<file path="src/rtl/ddr3_rw_arbiter.sv">
// ddr3_rw_arbiter: grants the shared DDR3 command port to one write or read burst at a time,
// then counts that burst's beats and drives its LAST strobe. Define DDR3_ARB_BATCH_EN to batch same-direction bursts.
module ddr3_rw_arbiter #(
    parameter int ADDR_W     = 28,
    parameter int LEN_W      = 4,
    parameter int MAX_STREAK = 4
) (
    input  logic              clk,
    input  logic              rst,
    input  logic [ADDR_W-1:0] WR_ADDR,
    input  logic [LEN_W-1:0]  WR_LEN,
    input  logic [3:0]        WR_ID,
    input  logic              WR_ADDR_VALID,
    output logic              WR_ADDR_READY,
    output logic              WR_DATA_READY,
    output logic              WR_DATA_LAST,
    input  logic [ADDR_W-1:0] RD_ADDR,
    input  logic [LEN_W-1:0]  RD_LEN,
    input  logic [3:0]        RD_ID,
    input  logic              RD_ADDR_VALID,
    output logic              RD_ADDR_READY,
    output logic              RD_DATA_VALID,
    output logic              RD_DATA_LAST,
    output logic [ADDR_W-1:0] DDR_CMD_ADDR,
    output logic [LEN_W-1:0]  DDR_CMD_LEN,
    output logic [3:0]        DDR_CMD_ID,
    output logic              DDR_CMD_WRITE,
    output logic              DDR_CMD_VALID,
    input  logic              DDR_CMD_READY,
    input  logic              DDR_WDATA_READY,
    input  logic              DDR_RDATA_VALID,
    output logic              ERR_SPURIOUS
);

    localparam logic [2:0] IDLE    = 3'd0;
    localparam logic [2:0] WR_CMD  = 3'd1;
    localparam logic [2:0] WR_DATA = 3'd2;
    localparam logic [2:0] RD_CMD  = 3'd3;
    localparam logic [2:0] RD_WAIT = 3'd4;

    localparam int STREAK_W = $clog2(MAX_STREAK) + 1;
    localparam logic [STREAK_W-1:0] STREAK_MAX = STREAK_W'(MAX_STREAK);

`ifdef DDR3_ARB_BATCH_EN
    localparam logic BATCH = 1'b1;
`else
    localparam logic BATCH = 1'b0;
`endif

    logic [2:0]          state;
    logic [LEN_W-1:0]    cnt;
    logic [STREAK_W-1:0] streak;
    logic                last_wr;
    logic                keep_dir;
    logic                grant_wr;
    logic                in_wr_cmd;
    logic                in_rd_cmd;
    logic                in_wr_data;
    logic                in_rd_wait;
    logic                spurious;

    always_comb begin
        in_wr_cmd  = (state == WR_CMD);
        in_rd_cmd  = (state == RD_CMD);
        in_wr_data = (state == WR_DATA);
        in_rd_wait = (state == RD_WAIT);

        // streak == 0 only out of reset (no history), so the first tie still goes opposite to last_wr
        keep_dir = BATCH && (streak != '0) && (streak < STREAK_MAX);
        if (WR_ADDR_VALID && RD_ADDR_VALID)
            grant_wr = keep_dir ? last_wr : ~last_wr;
        else
            grant_wr = WR_ADDR_VALID;

        DDR_CMD_VALID = in_wr_cmd | in_rd_cmd;
        DDR_CMD_WRITE = in_wr_cmd;
        DDR_CMD_ADDR  = '0;
        DDR_CMD_LEN   = '0;
        DDR_CMD_ID    = '0;
        if (in_wr_cmd) begin
            DDR_CMD_ADDR = WR_ADDR;
            DDR_CMD_LEN  = WR_LEN;
            DDR_CMD_ID   = WR_ID;
        end else if (in_rd_cmd) begin
            DDR_CMD_ADDR = RD_ADDR;
            DDR_CMD_LEN  = RD_LEN;
            DDR_CMD_ID   = RD_ID;
        end

        WR_ADDR_READY = in_wr_cmd & DDR_CMD_READY;
        RD_ADDR_READY = in_rd_cmd & DDR_CMD_READY;
        WR_DATA_READY = in_wr_data & DDR_WDATA_READY;
        WR_DATA_LAST  = in_wr_data & (cnt == '0);
        RD_DATA_VALID = in_rd_wait & DDR_RDATA_VALID;
        RD_DATA_LAST  = in_rd_wait & (cnt == '0);

        spurious = (DDR_WDATA_READY & ~in_wr_data) | (DDR_RDATA_VALID & ~in_rd_wait);
    end

    always_ff @(posedge clk or posedge rst) begin
        if (rst) begin
            state        <= IDLE;
            cnt          <= '0;
            streak       <= '0;
            last_wr      <= 1'b0;
            ERR_SPURIOUS <= 1'b0;
        end else begin
            if (spurious)
                ERR_SPURIOUS <= 1'b1;
            case (state)
                IDLE: begin
                    if (WR_ADDR_VALID || RD_ADDR_VALID)
                        state <= grant_wr ? WR_CMD : RD_CMD;
                end
                WR_CMD, RD_CMD: begin
                    if (DDR_CMD_READY) begin
                        cnt     <= in_wr_cmd ? WR_LEN : RD_LEN;
                        last_wr <= in_wr_cmd;
                        // streak counts grants in the current direction, saturating
                        if (in_wr_cmd != last_wr)
                            streak <= STREAK_W'(1);
                        else if (streak < STREAK_MAX)
                            streak <= streak + STREAK_W'(1);
                        state <= in_wr_cmd ? WR_DATA : RD_WAIT;
                    end
                end
                WR_DATA: begin
                    if (DDR_WDATA_READY) begin
                        if (cnt == '0)
                            state <= IDLE;
                        else
                            cnt <= cnt - LEN_W'(1);
                    end
                end
                RD_WAIT: begin
                    if (DDR_RDATA_VALID) begin
                        if (cnt == '0)
                            state <= IDLE;
                        else
                            cnt <= cnt - LEN_W'(1);
                    end
                end
                default: state <= IDLE;
            endcase
        end
    end

endmodule
</file>
<file path="config.mk">
export PLATFORM = sky130hd
export DESIGN_NAME = ddr3_rw_arbiter
export DESIGN_NICKNAME = d
export VERILOG_FILES = /design/src/rtl/ddr3_rw_arbiter.sv
export SDC_FILE = /design/constraint.sdc
export NUM_CORES = 1
export LEC_CHECK = 0
export CELL_PAD_IN_SITES_DETAIL_PLACEMENT = 2
export CELL_PAD_IN_SITES_GLOBAL_PLACEMENT = 2
export CORE_UTILIZATION = 13
export DETAILED_ROUTE_END_ITERATION = 10
export PLACE_DENSITY_LB_ADDON = 0.25
export RECOVER_POWER = 25
export SKIP_CTS_REPAIR_TIMING = 1
export SLEW_MARGIN = 20
export SYNTH_ARGS = -nofsm -noshare
export SYNTH_HDL_FRONTEND = slang
export SYNTH_SLANG_ARGS = --single-unit
</file>
<file path="constraint.sdc">
create_clock -name clk -period 1.6 [get_ports clk]
set_input_delay 0.32 -clock clk [delete_from_list [all_inputs] [get_ports clk]]
set_output_delay 0.32 -clock clk [all_outputs]
set_load 0.1 [all_outputs]
</file>
Yosys cells after proc, flatten, opt, wreduce, memory -nomap -nowiden
Index checks and enable logic that the tools add are counted.

storage, ports and cells
  flip-flop bits (word level) = 9
  latch bits = 0
  bits in writable memories = 0
  memory bits (read-only) = 0
  input port bits = 79
  output and inout port bits = 45
  word-level logic and storage cells = 56
  memories = 0

cells by class
  $add $sub $neg = 1
  multiply operators = 0
  div/mod/pow operators = 0
  order comparisons = 0
  equal/unequal tests = 8
  shifts and indexed selects = 0
  muxes and demuxes = 21
  bitwise logic cells = 13
  reduce and logical (&&, ||, !) cells = 9

operator list
  cell                 number
  $mux 28              2
  $mux 4               9
  $mux 3               6
  $pmux 3 s4           1
  $pmux 4 s3           1
  $and 1x1->1          8
  $ne 2x2->1 const B   4
  $reduce_and 4->1     2
  $eq 3x2->1 const B   2
  $logic_not 4->1      1
  $sub 4x1->4 const B  1
  $eq 3x1->1 const B   1
  $eq 3x3->1 const B   1
  $logic_not 3->1      1
  $not 1->1            3
  $reduce_bool 3->1    1
  $mux 2               1
  $or 1x1->1           2
  $reduce_and 2->1     1
  $reduce_or 2->1      1
  $logic_and 1x1->1    1
  $logic_or 1x1->1     1
  $mux 1               1

Depth between registers and ports, before layout
  word-level depth = 5
  mapped depth = 6
  gate-level depth less buffers = 6

Worst setup path after synthesis
No wires, ideal clock.

  path type = flip-flop to output port
  from = register state[1]
  to = output WR_ADDR_READY
  arrival = 3.900 ns
  data required time = 1.280 ns
  setup slack = -2.620 ns
  stages on the path, launching flop included = 4
  path buffers = 1
  cells stage by stage = dfrtp_1 > buf_6 > nor3b_1 > and2_1

between the ends
  cells in the longest elaborated chain, start to end = 2

RTL lines
  item                    RTL line  RTL
  from (decl)             50        logic [2:0] state;
  from (signal assigned)  113       state <= grant_wr ? WR_CMD : RD_CMD;
  from (signal assigned)  124       state <= in_wr_cmd ? WR_DATA : RD_WAIT;
  $eq 3x1->1              63        in_wr_cmd = (state == WR_CMD);
  net DDR_CMD_WRITE       27        output logic DDR_CMD_WRITE,
  $and 1x1->1             90        WR_ADDR_READY = in_wr_cmd & DDR_CMD_READY;
  to (decl)               14        output logic WR_ADDR_READY,

The timed path passes the listed nets, and every way through them passes these cells.

Worst setup path after layout
  from = register cnt[0]
  to = output WR_DATA_LAST

between the ends
  cells in the longest elaborated chain, start to end = 2

RTL lines
  item                    RTL line  RTL
  from (decl)             51        logic [LEN_W-1:0] cnt;
  from (signal assigned)  117       cnt <= in_wr_cmd ? WR_LEN : RD_LEN;
  from (signal assigned)  132       cnt <= cnt - LEN_W'(1);
  from (signal assigned)  140       cnt <= cnt - LEN_W'(1);
  $logic_not 4->1         93        WR_DATA_LAST = in_wr_data & (cnt == '0);
  $and 1x1->1             93
  to (decl)               16        output logic WR_DATA_LAST,

No other way between the ends.

==> metrics.md <==
| Metric | Value |
|---|---|
| Seq/Total Area, Yosys | `17.1%` |
| Starting Density | `13.4%` |
| Wire per inst | `roughly 18 um` |
| Design Power | `roughly 0.011 W` |
| Status | `finished, violations left` |
| Area delta synth->final | `260%` |
| EDFF count, synth | `0` |
| Pleak | `1.72 nW` |
| Worst Path Max Fanout | `3` |
| Drt drc | `0` |
| Die width | `103 um` |
| Setup TNS | `-14110 ps` |
| Skew-Pair Late Insertion Delay | `230 ps` |
| Die Ht | `between 100 and 150 um` |
| Buffers on Ports | `approximately 120` |
| Crit end category | `output port` |
| Dpl ws | `-344 ps` |
| Max_cap viols | `0` |
| RSZ-0062 raised after global routing | `yes` |
| Worst hold path type | `input port to async pin` |
| Share of layout cells above drive strength 1 | `between 60% and 70%` |
| CTS Buffer Depth | `2` |
| First-pass GRT wire length | `roughly 10000 um` |
| Final setup fails | `50` |
| Drt pass-1 iters | `4` |
| Total GRT Usage | `approximately 12%` |
| Finished Cell Area | `4730 um2` |
| Worst slew margin | `69.1%` |
| Final WS setup | `-381 ps` |
| Die area | `10500 um2` |
| Violated checks | `negative setup slack` |
| 1st-iter DRT viols | `11` |
| Worst Path Arrival | `~1700 ps` |
| Cell Area, Placed | `around 3800 um2` |
| Worst Path Required | `~1300 ps` |
| Crit share post-route | `124%` |
| Net Count, Synth | `about 250` |
| Core ar. | `between 9000 and 10000 um2` |
| Dpl hpwl | `roughly 6000 um` |
| Synth Cell Area | `1310 um2` |
| Worst Setup Start Kind | `flip-flop` |
| Clock-pin slew on the worst setup and hold paths | `~40 ps` |
| Commonest non-fill, non-tap cell in the layout | `clkdlybuf4s50_1` |
| Worst Max-Slew Pin Slew | `459 ps` |
| Max IR drop VDD | `around 0.00085 V` |
| Post-synth cell types | `40` |
| Antenna diode count | `0` |
| Flops & latches, synth | `9` |
| H-tree Lvls | `1` |
| Max Clk Rate | `slightly above 0.5 GHz` |
| Initial antenna violation count | `0` |
| Reg2Reg Depth | `5` |
| Syn Inst Count | `around 170` |
| Largest net degree at the start of global routing | `19` |
| Vias in the first global route | `between 2000 and 2500` |
| Rows | `36` |
| Avg Inst Size Synth | `between 7 and 8 um2` |
| Kind of critical path | `flip-flop to output port` |
| Root Driver | `clkbuf_8` |
| Slew Limit Fails | `0` |
| Setup Skew | `0.407 ps` |
| Min Tclk post-route | `~2000 ps` |
| Global route total overflow | `0` |
| DR vias/cell | `4.19` |
| # clock sinks | `9` |
| Ys flop type | `dfrtp_1` |
| Ports | `~120` |
| Total Nets Final | `430` |
| Asr flop ratio synth | `between 90% and 100%` |
| Pwr dens | `2240 nW/um2` |
| Post-route ant nets | `0` |
| GPL Wtd Cong | `around 0.79` |
| CTS tree | `yes` |
| Highest-count cells in the layout ignoring fill and taps | `clkdlybuf4s50_1 (77), buf_12 (53), nor2_4 (38)` |
| Via count | `2019` |
| Total CTS buffers | `3` |
| WL final | `8850 um` |
| Synth warn | `0` |
| Final Hold Fails | `0` |
## per-layer routing
metal	vias up	global-route usage (%)	part of all wire (%)
met5	-	0	0
met4	0	1.65	0.77
met3	6	1.56	5.2
met2	57	24.2	61
met1	992	14.4	33
li1	964	-	-
## cell families (layout without fill, tap and decap cells)
kind of cell	after synthesis	in the layout	synth area share [%]
AOI/OAI and AO/OA	19	19	11.6
adders and majority gates	2	2	1.71
buffers and inverters	20	201	7.62
muxes	42	42	33.0
DFF	9	9	17.1
xor gates and xnor gates	1	1	0.667
and+or+nand+nor	75	75	28.3
## critical path, cell delays in order (launching register included)
cell and delay, ps:
dfrtp_1 390, inv_2 70, ha_4 130, or3b_4 420, nor3_4 210, buf_12 200
## power by group
part           leakage (nW)  internal [W]  switching [W]
sequential           0.0991      0.000341       0.000151
clock                0.0228      0.000174      0.0000912
combinational          1.60       0.00466        0.00518
## synthesized netlist by cell type (all sizes together) (4+ instances only)
library cell	instances	area, um2
buf	10	62.6
dfrtp	9	225
inv	7	26.3
mux2	4	52.6
mux2i	38	380
nand2b	6	37.5
nor2	41	154
nor3	6	30.0
## sequential cells by signal (all words and copies together) (netlist names)
name / cells
state: 3
last_wr: 1
ERR_SPURIOUS: 1
cnt: 4
## final timing paths
kind                                 startpoint              endpoint  slack [ps]
setup reg to reg           state[1]$_DFFE_PP0P_    cnt[0]$_DFFE_PP0P_        -290
setup / recovery             cnt[0]$_DFFE_PP0P_          WR_DATA_LAST        -380
max in group asynchronous                   rst  state[2]$_DFFE_PP0P_         800
min in group clk            last_wr$_DFFE_PP0P_   last_wr$_DFFE_PP0P_         520
hold / removal                              rst    cnt[2]$_DFFE_PP0P_         510
hold reg to reg             last_wr$_DFFE_PP0P_   last_wr$_DFFE_PP0P_         520
## per-stage QoR
stage	instances	hold slack (ps)	util, %
2_1_floorplan	168	148	-
3_3_place_gp	446	493	38.6
3_5_place_dp	446	524	38.6
4_1_cts	450	370	39.1
5_1_grt	482	551	48.4
6_report	482	506	48.4
## area by class of cell
class                   instances  area, um2
repair buffers                190       2440
clock buffers                   4       45.0
flip-flops and latches          9        229
multi-input cells             139       1820
inverters                       7       30.0
well taps                     133        166
fillers                       965       5040
No activity file was read; power rests on OpenSTA's default activity.
